`src/rtl/lsu_pkg.sv`:
```
// Shared definitions for the load/store unit controller: access-size encodings,
// FSM state encoding and the alignment/legality rule.
package lsu_pkg;

    localparam logic [1:0] SZ_B = 2'b00;
    localparam logic [1:0] SZ_H = 2'b01;
    localparam logic [1:0] SZ_W = 2'b10;
    localparam logic [1:0] SZ_X = 2'b11;

    typedef enum logic [1:0] {
        ST_IDLE   = 2'd0,
        ST_ISSUE  = 2'd1,
        ST_RDWAIT = 2'd2,
        ST_RESP   = 2'd3
    } lsu_state_e;

    // A request faults when its size is illegal or its address is not naturally aligned.
    function automatic logic is_fault(input logic [1:0] size, input logic [1:0] addr_lo);
        logic f;
        case (size)
            SZ_B:    f = 1'b0;
            SZ_H:    f = addr_lo[0];
            SZ_W:    f = (addr_lo != 2'b00);
            default: f = 1'b1;
        endcase
        return f;
    endfunction

endpackage

```
`src/rtl/lsu_ctrl_if.sv`:
```
// Pipeline request/response channels and the shared memory port of the LSU.
// Handshake: a request transfers on a rising edge with req_valid && req_ready and a
// response on resp_valid && resp_ready; the sender holds payload stable until then.
interface lsu_ctrl_if #(
    parameter int AW = 32
);
    logic          req_valid;
    logic          req_ready;
    logic          req_we;
    logic [1:0]    req_size;
    logic          req_unsigned;
    logic [AW-1:0] req_addr;
    logic [31:0]   req_wdata;

    logic          resp_valid;
    logic          resp_ready;
    logic [31:0]   resp_rdata;
    logic          resp_fault;

    logic          mem_en;
    logic          mem_gnt;
    logic [AW-1:0] mem_addr;
    logic [3:0]    mem_we;
    logic [31:0]   mem_wdata;
    logic [31:0]   mem_rdata;

    modport slave (
        input  req_valid, req_we, req_size, req_unsigned, req_addr, req_wdata,
        input  resp_ready, mem_gnt, mem_rdata,
        output req_ready, resp_valid, resp_rdata, resp_fault,
        output mem_en, mem_addr, mem_we, mem_wdata
    );

    modport master (
        output req_valid, req_we, req_size, req_unsigned, req_addr, req_wdata,
        output resp_ready, mem_gnt, mem_rdata,
        input  req_ready, resp_valid, resp_rdata, resp_fault,
        input  mem_en, mem_addr, mem_we, mem_wdata
    );

endinterface

```
`src/rtl/lsu_lane_sel.sv`:
```
// Store lane steering: byte-lane write enables and lane-shifted write data for a
// right-aligned store operand. Purely combinational.
module lsu_lane_sel
    import lsu_pkg::*;
(
    input  logic [1:0]  size_i,
    input  logic [1:0]  addr_lo_i,
    input  logic [31:0] wdata_i,
    output logic [3:0]  we_o,
    output logic [31:0] wdata_o
);

    always_comb begin
        we_o    = 4'b0000;
        wdata_o = 32'h0;
        case (size_i)
            SZ_B: begin
                we_o    = 4'b0001 << addr_lo_i;
                wdata_o = {24'h0, wdata_i[7:0]} << {addr_lo_i, 3'b000};
            end
            SZ_H: begin
                if (addr_lo_i[1]) begin
                    we_o    = 4'b1100;
                    wdata_o = {wdata_i[15:0], 16'h0};
                end else begin
                    we_o    = 4'b0011;
                    wdata_o = {16'h0, wdata_i[15:0]};
                end
            end
            SZ_W: begin
                we_o    = 4'b1111;
                wdata_o = wdata_i;
            end
            default: begin
                we_o    = 4'b0000;
                wdata_o = 32'h0;
            end
        endcase
    end

endmodule

```
`src/rtl/lsu_ctrl.sv`:
```
// Single-outstanding load/store controller: checks alignment, drives one access on
// a shared (stallable) memory port and returns an extended load result or fault.
module lsu_ctrl
    import lsu_pkg::*;
#(
    parameter int AW = 32
) (
    input  logic        clk,
    input  logic        rst,
    lsu_ctrl_if.slave   bus,
    output lsu_state_e  state_o
);

    lsu_state_e    state_q;
    logic          we_q;
    logic [1:0]    size_q;
    logic          uns_q;
    logic [AW-1:0] addr_q;

    logic          resp_valid_q;
    logic          resp_fault_q;
    logic [31:0]   resp_rdata_q;
    logic          mem_en_q;
    logic [3:0]    mem_we_q;
    logic [31:0]   mem_wdata_q;

    logic [3:0]    lane_we_d;
    logic [31:0]   lane_wdata_d;
    logic [31:0]   load_ext_d;
    logic [7:0]    ld_byte;
    logic [15:0]   ld_half;
    logic          accept;
    logic          req_fault;

    // Lanes are steered from the incoming request so the memory outputs can be registered at accept.
    lsu_lane_sel u_lane_sel (
        .size_i    (bus.req_size),
        .addr_lo_i (bus.req_addr[1:0]),
        .wdata_i   (bus.req_wdata),
        .we_o      (lane_we_d),
        .wdata_o   (lane_wdata_d)
    );

    assign accept    = bus.req_valid && (state_q == ST_IDLE);
    assign req_fault = is_fault(bus.req_size, bus.req_addr[1:0]);

    always_comb begin
        ld_byte    = 8'h0;
        load_ext_d = bus.mem_rdata;
        case (addr_q[1:0])
            2'd0:    ld_byte = bus.mem_rdata[7:0];
            2'd1:    ld_byte = bus.mem_rdata[15:8];
            2'd2:    ld_byte = bus.mem_rdata[23:16];
            default: ld_byte = bus.mem_rdata[31:24];
        endcase
        ld_half = addr_q[1] ? bus.mem_rdata[31:16] : bus.mem_rdata[15:0];
        case (size_q)
            SZ_B:    load_ext_d = {{24{ld_byte[7] & ~uns_q}}, ld_byte};
            SZ_H:    load_ext_d = {{16{ld_half[15] & ~uns_q}}, ld_half};
            default: load_ext_d = bus.mem_rdata;
        endcase
    end

    always_ff @(posedge clk) begin
        if (rst) begin
            state_q      <= ST_IDLE;
            we_q         <= 1'b0;
            size_q       <= SZ_B;
            uns_q        <= 1'b0;
            addr_q       <= '0;
            resp_valid_q <= 1'b0;
            resp_fault_q <= 1'b0;
            resp_rdata_q <= 32'h0;
            mem_en_q     <= 1'b0;
            mem_we_q     <= 4'b0000;
            mem_wdata_q  <= 32'h0;
        end else begin
            case (state_q)
                ST_IDLE: begin
                    if (accept) begin
                        we_q        <= bus.req_we;
                        size_q      <= bus.req_size;
                        uns_q       <= bus.req_unsigned;
                        addr_q      <= bus.req_addr;
                        mem_wdata_q <= lane_wdata_d;
                        if (req_fault) begin
                            state_q      <= ST_RESP;
                            resp_valid_q <= 1'b1;
                            resp_fault_q <= 1'b1;
                            resp_rdata_q <= 32'h0;
                        end else begin
                            state_q  <= ST_ISSUE;
                            mem_en_q <= 1'b1;
                            mem_we_q <= bus.req_we ? lane_we_d : 4'b0000;
                        end
                    end
                end
                ST_ISSUE: begin
                    if (bus.mem_gnt) begin
                        mem_en_q <= 1'b0;
                        mem_we_q <= 4'b0000;
                        if (we_q) begin
                            state_q      <= ST_RESP;
                            resp_valid_q <= 1'b1;
                            resp_fault_q <= 1'b0;
                            resp_rdata_q <= 32'h0;
                        end else begin
                            state_q <= ST_RDWAIT;
                        end
                    end
                end
                ST_RDWAIT: begin
                    state_q      <= ST_RESP;
                    resp_valid_q <= 1'b1;
                    resp_fault_q <= 1'b0;
                    resp_rdata_q <= load_ext_d;
                end
                ST_RESP: begin
                    if (bus.resp_ready) begin
                        state_q      <= ST_IDLE;
                        resp_valid_q <= 1'b0;
                        resp_fault_q <= 1'b0;
                    end
                end
                default: state_q <= ST_IDLE;
            endcase
        end
    end

    assign bus.req_ready  = (state_q == ST_IDLE);
    assign bus.resp_valid = resp_valid_q;
    assign bus.resp_fault = resp_fault_q;
    assign bus.resp_rdata = resp_rdata_q;
    assign bus.mem_en     = mem_en_q;
    assign bus.mem_addr   = {addr_q[AW-1:2], 2'b00};
    assign bus.mem_we     = mem_we_q;
    assign bus.mem_wdata  = mem_wdata_q;
    assign state_o        = state_q;

endmodule

```
`src/flat_wrapper.sv`:
```
// flat-port wrapper written by rule: the top's interface ports become plain ports
module lsu_ctrl_flat import lsu_pkg::*;
#(
    parameter int AW = 32
)
  (clk, rst, state_o, bus_req_valid, bus_req_we, bus_req_size, bus_req_unsigned, bus_req_addr, bus_req_wdata, bus_resp_ready, bus_mem_gnt, bus_mem_rdata, bus_req_ready, bus_resp_valid, bus_resp_rdata, bus_resp_fault, bus_mem_en, bus_mem_addr, bus_mem_we, bus_mem_wdata);
  lsu_ctrl_if #(.AW(AW)) bus_i ();
  input  logic clk;
  input  logic rst;
  output lsu_state_e state_o;
  input wire logic [$bits(bus_i.req_valid)-1:0] bus_req_valid;
  input wire logic [$bits(bus_i.req_we)-1:0] bus_req_we;
  input wire logic [$bits(bus_i.req_size)-1:0] bus_req_size;
  input wire logic [$bits(bus_i.req_unsigned)-1:0] bus_req_unsigned;
  input wire logic [$bits(bus_i.req_addr)-1:0] bus_req_addr;
  input wire logic [$bits(bus_i.req_wdata)-1:0] bus_req_wdata;
  input wire logic [$bits(bus_i.resp_ready)-1:0] bus_resp_ready;
  input wire logic [$bits(bus_i.mem_gnt)-1:0] bus_mem_gnt;
  input wire logic [$bits(bus_i.mem_rdata)-1:0] bus_mem_rdata;
  output wire logic [$bits(bus_i.req_ready)-1:0] bus_req_ready;
  output wire logic [$bits(bus_i.resp_valid)-1:0] bus_resp_valid;
  output wire logic [$bits(bus_i.resp_rdata)-1:0] bus_resp_rdata;
  output wire logic [$bits(bus_i.resp_fault)-1:0] bus_resp_fault;
  output wire logic [$bits(bus_i.mem_en)-1:0] bus_mem_en;
  output wire logic [$bits(bus_i.mem_addr)-1:0] bus_mem_addr;
  output wire logic [$bits(bus_i.mem_we)-1:0] bus_mem_we;
  output wire logic [$bits(bus_i.mem_wdata)-1:0] bus_mem_wdata;
  assign bus_i.req_valid = bus_req_valid;
  assign bus_i.req_we = bus_req_we;
  assign bus_i.req_size = bus_req_size;
  assign bus_i.req_unsigned = bus_req_unsigned;
  assign bus_i.req_addr = bus_req_addr;
  assign bus_i.req_wdata = bus_req_wdata;
  assign bus_i.resp_ready = bus_resp_ready;
  assign bus_i.mem_gnt = bus_mem_gnt;
  assign bus_i.mem_rdata = bus_mem_rdata;
  assign bus_req_ready = bus_i.req_ready;
  assign bus_resp_valid = bus_i.resp_valid;
  assign bus_resp_rdata = bus_i.resp_rdata;
  assign bus_resp_fault = bus_i.resp_fault;
  assign bus_mem_en = bus_i.mem_en;
  assign bus_mem_addr = bus_i.mem_addr;
  assign bus_mem_we = bus_i.mem_we;
  assign bus_mem_wdata = bus_i.mem_wdata;
  lsu_ctrl #(.AW(AW)) u_core (.clk(clk), .rst(rst), .bus(bus_i), .state_o(state_o));
endmodule
```
`config.mk`:
```
export PLATFORM = sky130hd
export DESIGN_NAME = lsu_ctrl_flat
export DESIGN_NICKNAME = d
export VERILOG_FILES = /design/src/rtl/lsu_pkg.sv /design/src/rtl/lsu_ctrl_if.sv /design/src/rtl/lsu_lane_sel.sv /design/src/rtl/lsu_ctrl.sv /design/src/flat_wrapper.sv
export SDC_FILE = /design/constraint.sdc
export NUM_CORES = 1
export LEC_CHECK = 0
export CORE_MARGIN = 2
export CORE_UTILIZATION = 60
export DETAILED_ROUTE_END_ITERATION = 8
export DONT_BUFFER_PORTS = 1
export PLACE_DENSITY = 0.86
export SETUP_SLACK_MARGIN = 0.15
export SKIP_LAST_GASP = 1
export SYNTH_ARGS = -nofsm -noshare
export SYNTH_HDL_FRONTEND = slang
export SYNTH_HIERARCHICAL = 1
export SYNTH_SLANG_ARGS = --single-unit
```
`constraint.sdc`:
```
create_clock -name clk -period 3.39 [get_ports clk]
set_input_delay 1.017 -clock clk [delete_from_list [all_inputs] [get_ports clk]]
set_output_delay 1.017 -clock clk [all_outputs]
set_load 0.01 [all_outputs]
```
======== Yosys cells after proc, flatten, opt, wreduce, memory -nomap -nowiden ========
Index checks and enable logic that the tools add are counted.
word-level totals
  flip-flop bits (word level) ............. 109
  input port bits ......................... 105
cells by class
  equal/unequal tests ..................... 14
  shift operators ......................... 2
  mux-type cells .......................... 37
  bitwise operators ....................... 3
  reduce and logical (&&, ||, !) cells .... 13
operators by type and width
  kind                 number
  $pmux 32 s3          2
  $mux 32              5
  $pmux 32 s2          1
  $shl 8x5->32         1
  $pmux 8 s3           1
  $mux 4               5
  $mux 16              1
  $pmux 4 s3           1
  $mux 1               11
  $reduce_and 5->1     2
  $eq 2x1->1 const B   4
  $eq 2x2->1 const B   4
  $logic_not 2->1      4
  $mux 2               4
  $pmux 1 s4           2
  $pmux 2 s4           1
  $pmux 4 s2           1
  $ne 2x1->1 const B   3
  $ne 2x2->1 const B   3
  $reduce_and 4->1     1
  $reduce_bool 2->1    2
  $shl 1x2->4 const A  1
  $pmux 1 s3           1
  $reduce_and 3->1     1
  other kinds (6)      7

======== Depth between registers and ports, before layout ========
Gate-level depths: netlist of the first run.
  word-level depth ........................ 6
  mapped depth ............................ 9
  mapped depth without buffers ............ 6

======== By module ========
Netlist of the first run, hierarchy kept.
by module, submodules not included
  module        times used  cells each  area each (um2)
  lsu_ctrl      1           571         4808.4
  lsu_lane_sel  1           89          576.8

======== Least setup slack after synthesis of the first run ========
No wires, ideal clock.
  path kind ............................... input to register
  start ................................... input port bus_req_addr[1]
  end ..................................... register u_core.mem_we_q[3], in the netlist u_core/bus.mem_we[3]
  setup time .............................. 0.070 ns
  arrival time ............................ 2.225 ns
  slack ................................... 1.095 ns
  stages .................................. 7
  path buffers ............................ 2
  cells stage by stage .................... clkbuf_2 -> buf_2 -> o21ai_0 -> mux2i_1 -> inv_1 -> or4b_1 -> a21oi_1
between the ends
  longest elaborated chain between the ends .. 6
  elaborated cells between the ends (all ways) .. 11
  those cells by class .................... eq/ne: 1; shift: 1; mux: 7; reduce/logical: 2
RTL lines
  element                                RTL line                                text
  start: declaration                     flat_wrapper.sv:15                      input wire logic [$bits(bus_i.req_addr)-1:0] bus_req_addr;
  $mux 4 or $shl 1x2->4 (tied branches)  lsu_lane_sel.sv:22, lsu_lane_sel.sv:18
  $pmux 4 s3 *                           lsu_lane_sel.sv:16                      case (size_i)
  via u_core.lane_we_d[3]                lsu_ctrl.sv:27                          logic [3:0] lane_we_d;
  $mux 4 *                               lsu_ctrl.sv:94                          mem_we_q <= bus.req_we ? lane_we_d : 4'b0000;
  $mux 4 *                               lsu_ctrl.sv:86                          if (req_fault) begin
  $mux 4 *                               lsu_ctrl.sv:80                          if (accept) begin
  $pmux 4 s2 *                           lsu_ctrl.sv:78                          case (state_q)
  end signal: assignment                 lsu_ctrl.sv:94
  end: declaration                       lsu_ctrl.sv:24                          logic [3:0] mem_we_q;
Mark *: on every way through the listed nets, which the timed path passes. The rest lies on a longest branch. The select of a mux whose other input is x is not followed.
A chain may end at the register's enable or synchronous reset.

======== Final worst setup path of the first run ========
  start ................................... register u_core.state_q[0], in the netlist u_core/state_o[0]
  end ..................................... register u_core.resp_rdata_q[29], in the netlist u_core/bus.resp_rdata[29]
between the ends
  longest elaborated chain between the ends .. 4
  elaborated cells between the ends (all ways) .. 11
  those cells by class .................... eq/ne: 6; mux: 1; reduce/logical: 4
RTL lines
  element                     RTL line            text
  start: declaration          lsu_ctrl.sv:14      lsu_state_e state_q;
  start signal: assignment    lsu_ctrl.sv:66      state_q <= ST_IDLE;
  start signal: assignment    lsu_ctrl.sv:87      state_q <= ST_RESP;
  start signal: assignment    lsu_ctrl.sv:92      state_q <= ST_ISSUE;
  $logic_not 2->1 *           --
  via bus_req_ready           flat_wrapper.sv:20  output wire logic [$bits(bus_i.req_ready)-1:0] bus_req_ready;
  $logic_and 1x1->1           lsu_ctrl.sv:44      assign accept = bus.req_valid && (state_q == ST_IDLE);
  $ne 2x1->1 (no line)        --
  $reduce_and 5->1 (no line)  --
  end signal: assignment      lsu_ctrl.sv:116     resp_rdata_q <= load_ext_d;
  end: declaration            lsu_ctrl.sv:22      logic [31:0] resp_rdata_q;
Mark *: on every way through the listed nets, which the timed path passes. The rest lies on a longest branch.

==> reports/qor.csv, run 1 <==
metric,value,unit
fp.dieH,98.7,um
avgRoutedWirePerCell,18.1,um
cp_max_fo,16,
grt_pass1_wl,20.0,mm
cts.sinks,109,
drcViolationCount,0,
cp.required,3.65,ns
netlist_area,5390,um2
max_stage_delay,0.54,ns
io_buffer_count,0,
placed_area,5040,um2
post_cts_resized,0,
fin_cells,709,
path_clk_slew,0.10,ns
cap_violations,0,
period_needed,2.43,ns
start_kind,flip-flop,
p_leak,1.94,nW
n_antenna_cell,0,
path_cells,"inv_1, ha_1, nor2b_1, nor3_4, nand4_2, o2bb2ai_1",
rsz0062_at_grt,no,
hold_class,reg -> reg,
cts_buffer_depth,2,
fp.dieW,98.7,um
rrSetupSlack,0.96,ns
hpwl,9.24,mm
post-route-util,0.602,
ff2ff_path_depth,6,
synth_edf_count,0,
cp.arrival,2.69,ns
pre_cts_slack,0.966,ns
cts_tree,yes,
fin_crit_sh,0.717,
nNetsFinal,706,
boundaryPins,211,
track_usage,0.249,
layout_setup_ws,0.960,ns
end_kind,flip-flop,
initial_core_util,0.618,
final_cell_area,5250,um2
synth_ff_type,dfxtp_1,
firstDrtPassIters,5,
synthCells,660,
via_count,4341,
ys_ff_latch,109,
insertion_delay,0.36,ns
path_class,reg -> reg,
cts-root-buf,clkbuf_8,
synth_top_area_cell,dfxtp_1,
status,"complete, no violations",
grt_pass1_vias,4082,
dieArea,9750,um2
core.rowCount,34,
ys_seq_area_frac,0.405,
timing.hold.ws,0.480,ns
worstHoldStart,u_core/uns_q,
ctsHtreeMaxLevel,3,
grt_overflow,0,
syn2layout_area_growth,-2.46,%
peakVddDrop,0.000286,V
via_per_inst,6.12,
cts_buffers,9,
r2r_start,u_core/state_o[0],
drtIter0Drc,287,
slew_viol_final,0,
synth_cell_type_count,61,
gp_congestion,0.948,
fmaxAchievable,0.411,GHz
synthArstFlopShare,0,
skew,0.0155,ns
synth_area_leaders,"dfxtp_1 (41%), nand2_1 (13%), a21oi_1 (8.1%)",
antenna_found_initial,0,
finalSetupViolations,0,
finalHoldViolCount,0,
relSlewSlack,0.505,
cts-hold-fix-buffers,0,
setup-tns-final,0,ns
yosysTopAreaCellShare,0.405,
detail-route-antenna-nets,0,
yosysWarnings,6,
min_to,u_core/uns_q,
worst_slew_pin_slew,0.740,ns
slowest_stage,dfxtp_1,
core_region_area,8720,um2
syn_avg_cell_area,8.16,um2
post_cts_buffers,0,
grt_start_max_net_pins,86,
wl,12.8,mm
r2r_end,u_core/bus.resp_rdata[29],
finalPower,3.51,mW
power_density,668,nW/um2
final_layout_size_suffix_gt1_frac,0.0799,
worstHoldPathCells,2,
place_inst,693,
[flip-flops by register name, summed over array words and instances (netlist names)]
name	cells
u_core/bus.resp_rdata	32
u_core/state_o	2
u_core/bus.resp_fault	1
u_core/bus.resp_valid	1
u_core/we_q	1
u_core/addr_q	32
u_core/bus.mem_we	4
u_core/uns_q	1
u_core/size_q	2
u_core/bus.mem_en	1
u_core/bus.mem_wdata	32
[worst max-delay path: cells and delay by family, from the launching register on]
| kind | cells | cell delay, ns |
|---|---|---|
| DFF | 1 | 0.54 |
| adders and majority gates | 1 | 0.38 |
| and+or+nand+nor | 3 | 0.96 |
| buffers and inverters | 1 | 0.12 |
| AOI/OAI and AO/OA | 1 | 0.33 |
[metal layers]
metal	part of all wire	vias to the layer above	wire length [um]	global-route usage
met5	0	-	0	0
met4	0.020	0	260	0.0991
met3	0.11	24	1460	0.104
met2	0.47	222	6030	0.394
met1	0.40	2010	5090	0.301
li1	-	2085	-	-
[logic make-up after synthesis]
logic type / after synthesis / share of synthesized area
buf+inv: 86 / 0.100
other cells: 1 / 0.000696
fa+ha+maj: 5 / 0.0116
mux: 18 / 0.0388
flops: 109 / 0.405
compound gates: 168 / 0.209
simple gates: 273 / 0.235
[layout by cell type, fill, tap and decap left out, types with 4 or more instances in the layout]
cell,instances
a22o_1,15
mux2_2,7
a32o_1,6
nand2_1,180
o21ai_0,7
and2_1,9
nor2_1,24
o2bb2ai_1,16
mux2i_1,7
a21oi_1,87
inv_1,7
a32oi_1,8
clkbuf_8,11
nand2b_1,10
nand3_1,13
or3_1,5
dfxtp_1,109
ha_1,5
mux2_4,4
o21ai_1,8
nor2b_1,8
[synth_stat cells (5+ instances only)]
master,count
a32o_1,6
mux2_2,7
a22o_1,15
nand2b_1,10
mux2i_1,7
clkbuf_1,19
buf_2,11
buf_4,36
dfxtp_1,109
nor2b_1,8
buf_6,9
nand3_1,13
and2_1,10
o21ai_0,7
a21oi_1,87
or3_1,5
a32oi_1,8
nor2_1,24
ha_1,5
nand2_1,181
inv_1,7
o21ai_1,8
o2bb2ai_1,16
[cell type report]
cell class | instances | area [um2]
Fill cell | 801 | 3470
Multi-Input combinational cell | 466 | 2670
Sequential cell | 109 | 2180
Clock buffer | 11 | 151
Tap cell | 108 | 135
Clock inverter | 5 | 65.1
Inverter | 7 | 26.3
Timing Repair Buffer | 3 | 22.5
[where the power goes]
group	internal [mW]	switching, mW	leakage [nW]
clock network	0.391	0.451	0.111
logic	0.351	0.567	0.939
registers	1.48	0.270	0.887
total	2.22	1.29	1.94
[how the worst max path moves through the flow]
| stage | startpoint | end | slack, ns | cells after the start |
|---|---|---|---|---|
| final | u_core/state_o[0] | u_core/bus.resp_rdata[29] | 0.96 | 6 |
| after global routing | u_core/state_o[0] | u_core/bus.resp_rdata[29] | 0.78 | 6 |
| after CTS | u_core/state_o[0] | bus_req_ready | 0.96 | 2 |
| after detailed placement | bus_req_size[0] | u_core/bus.resp_rdata[13] | 0.97 | 4 |
| after global placement | bus_req_size[0] | u_core/bus.resp_rdata[15] | 1.02 | 4 |
| after floorplan | bus_req_addr[1] | u_core/bus.mem_we[3] | 1.09 | 7 |
(Power assumes the default switching activity.)
==> run 2, diff against run 1 <==
==> constraint.sdc (replaced) <==
create_clock -name clk -period 2.5 [get_ports clk]
set_input_delay 0.75 -clock clk [delete_from_list [all_inputs] [get_ports clk]]
set_output_delay 0.75 -clock clk [all_outputs]
set_load 0.01 [all_outputs]
==> reports/qor.csv, run 2 (synthesis results as in run 1) <==
metric,value,unit
drcViolationCount,0,
timing.hold.ws,0.478,ns
post-route-util,0.609,
grt_overflow,0,
n_antenna_cell,0,
via_per_inst,6.15,
min_to,u_core/addr_q[31],
cts.sinks,109,
cp.arrival,2.54,ns
rsz0062_at_grt,no,
insertion_delay,0.36,ns
ctsHtreeMaxLevel,3,
grt_pass1_wl,20.5,mm
avgRoutedWirePerCell,18.4,um
layout_common_cells,"nand2_1 (180), dfxtp_1 (109), a21oi_1 (87)",
setup-tns-final,0,ns
drtIter0Drc,366,
fp.dieW,98.7,um
cp_max_fo,12,
slew_viol_final,0,
nNetsFinal,714,
cts-hold-fix-buffers,0,
hold_class,in -> reg,
core.rowCount,34,
cts-root-buf,clkbuf_8,
relSlewSlack,0.584,
boundaryPins,211,
gp_congestion,0.983,
place_inst,700,
path_clk_slew,0.09,ns
firstDrtPassIters,7,
detail-route-antenna-nets,0,
skew,0.0160,ns
initial_core_util,0.618,
syn2layout_area_growth,-1.42,%
finalPower,4.83,mW
final_common_cell,nand2_1,
core_region_area,8720,um2
finalHoldViolCount,0,
grt-busiest-layer,met2,
ff2ff_path_depth,6,
final_cell_area,5310,um2
finalSetupViolations,0,
p_leak,1.95,nW
cts_buffer_depth,2,
fmaxAchievable,0.444,GHz
wl,13.2,mm
antenna_found_initial,0,
status,"complete, no violations",
rrSetupSlack,0.25,ns
nFillCells,782,
r2r_end,u_core/bus.resp_rdata[7],
fin_crit_sh,0.901,
dieArea,9750,um2
track_usage,0.255,
period_needed,2.25,ns
grtUsageMet3,0.0922,
post_cts_buffers,0,
placed_area,5090,um2
use_met1,0.312,
fp.dieH,98.7,um
io_buffer_count,0,
grt_use_met2,0.414,
post_cts_resized,0,
layout_setup_ws,0.249,ns
fin_cells,715,
grt_pass1_vias,4215,
r2r_start,u_core/state_o[1],
worstHoldStart,rst,
via_count,4397,
multiInputGateArea,2690,um2
peakVddDrop,0.000394,V
cap_violations,0,
cts_buffers,9,
power_density,909,nW/um2
worstHoldPathCells,1,
worst_slew_pin_slew,0.622,ns
pre_cts_slack,0.308,ns
cp.required,2.79,ns
start_kind,flip-flop,
final_layout_size_suffix_gt1_frac,0.0873,
hpwl,9.59,mm
regArea,2180,um2
grt_start_max_net_pins,86,
path_class,reg -> reg,
cts_tree,yes,
end_kind,flip-flop,
## run 2: cell count changes in the layout (fill, tap and decap cells not counted)
cell,delta
clkbuf_1,+1
nand4_2,-1
clkbuf_8,-2
bufinv_16,+1
clkinv_4,-2
buf_4,+7
a21oi_2,+1
inv_6,-2
clkinvlp_4,+2
nand4_4,+1
## run 2: routing by layer
| layer | share of wire | up-vias | routed length (um) |
|---|---|---|---|
| li1 | - | 2109 | - |
| met1 | 0.39 | 2015 | 5150 |
| met2 | 0.48 | 235 | 6270 |
| met3 | 0.11 | 38 | 1440 |
| met4 | 0.024 | 0 | 320 |
| met5 | 0 | - | 0 |
## run 2: cell type report
type,count,area share
inverter,7,0.00495
clock buffer,10,0.0240
tap,108,0.0255
clock inverter,4,0.0141
multi-input combinational,467,0.506
timing repair buffer,10,0.0141
sequential,109,0.411
## run 2: worst max-delay path by stage
stage	start	end	slack (ns)	depth (start not counted)
after CTS	u_core/state_o[1]	u_core/bus.resp_rdata[29]	0.27	7
final	u_core/state_o[1]	u_core/bus.resp_rdata[7]	0.25	6
after global routing	u_core/state_o[1]	u_core/bus.resp_rdata[7]	0.14	6
after global placement	bus_req_size[0]	u_core/bus.resp_rdata[26]	0.39	5
after detailed placement	u_core/state_o[1]	u_core/bus.resp_rdata[29]	0.31	7
after floorplan	u_core/state_o[0]	u_core/bus.resp_rdata[10]	0.43	7
## run 2: critical path, cell delays in order (launching register included)
cell and delay (ns):
dfxtp_1 0.50, inv_1 0.12, ha_1 0.29, a21boi_1 0.20, nor3_4 0.32, and3_1 0.52
a32o_1 0.25
## run 2: power by group
part / switching [mW] / internal [mW] / leakage, nW / total [mW]
clock: 0.570 / 0.555 / 0.0945 / 1.12
combinational: 0.842 / 0.520 / 0.967 / 1.36
sequential: 0.336 / 2.00 / 0.887 / 2.34
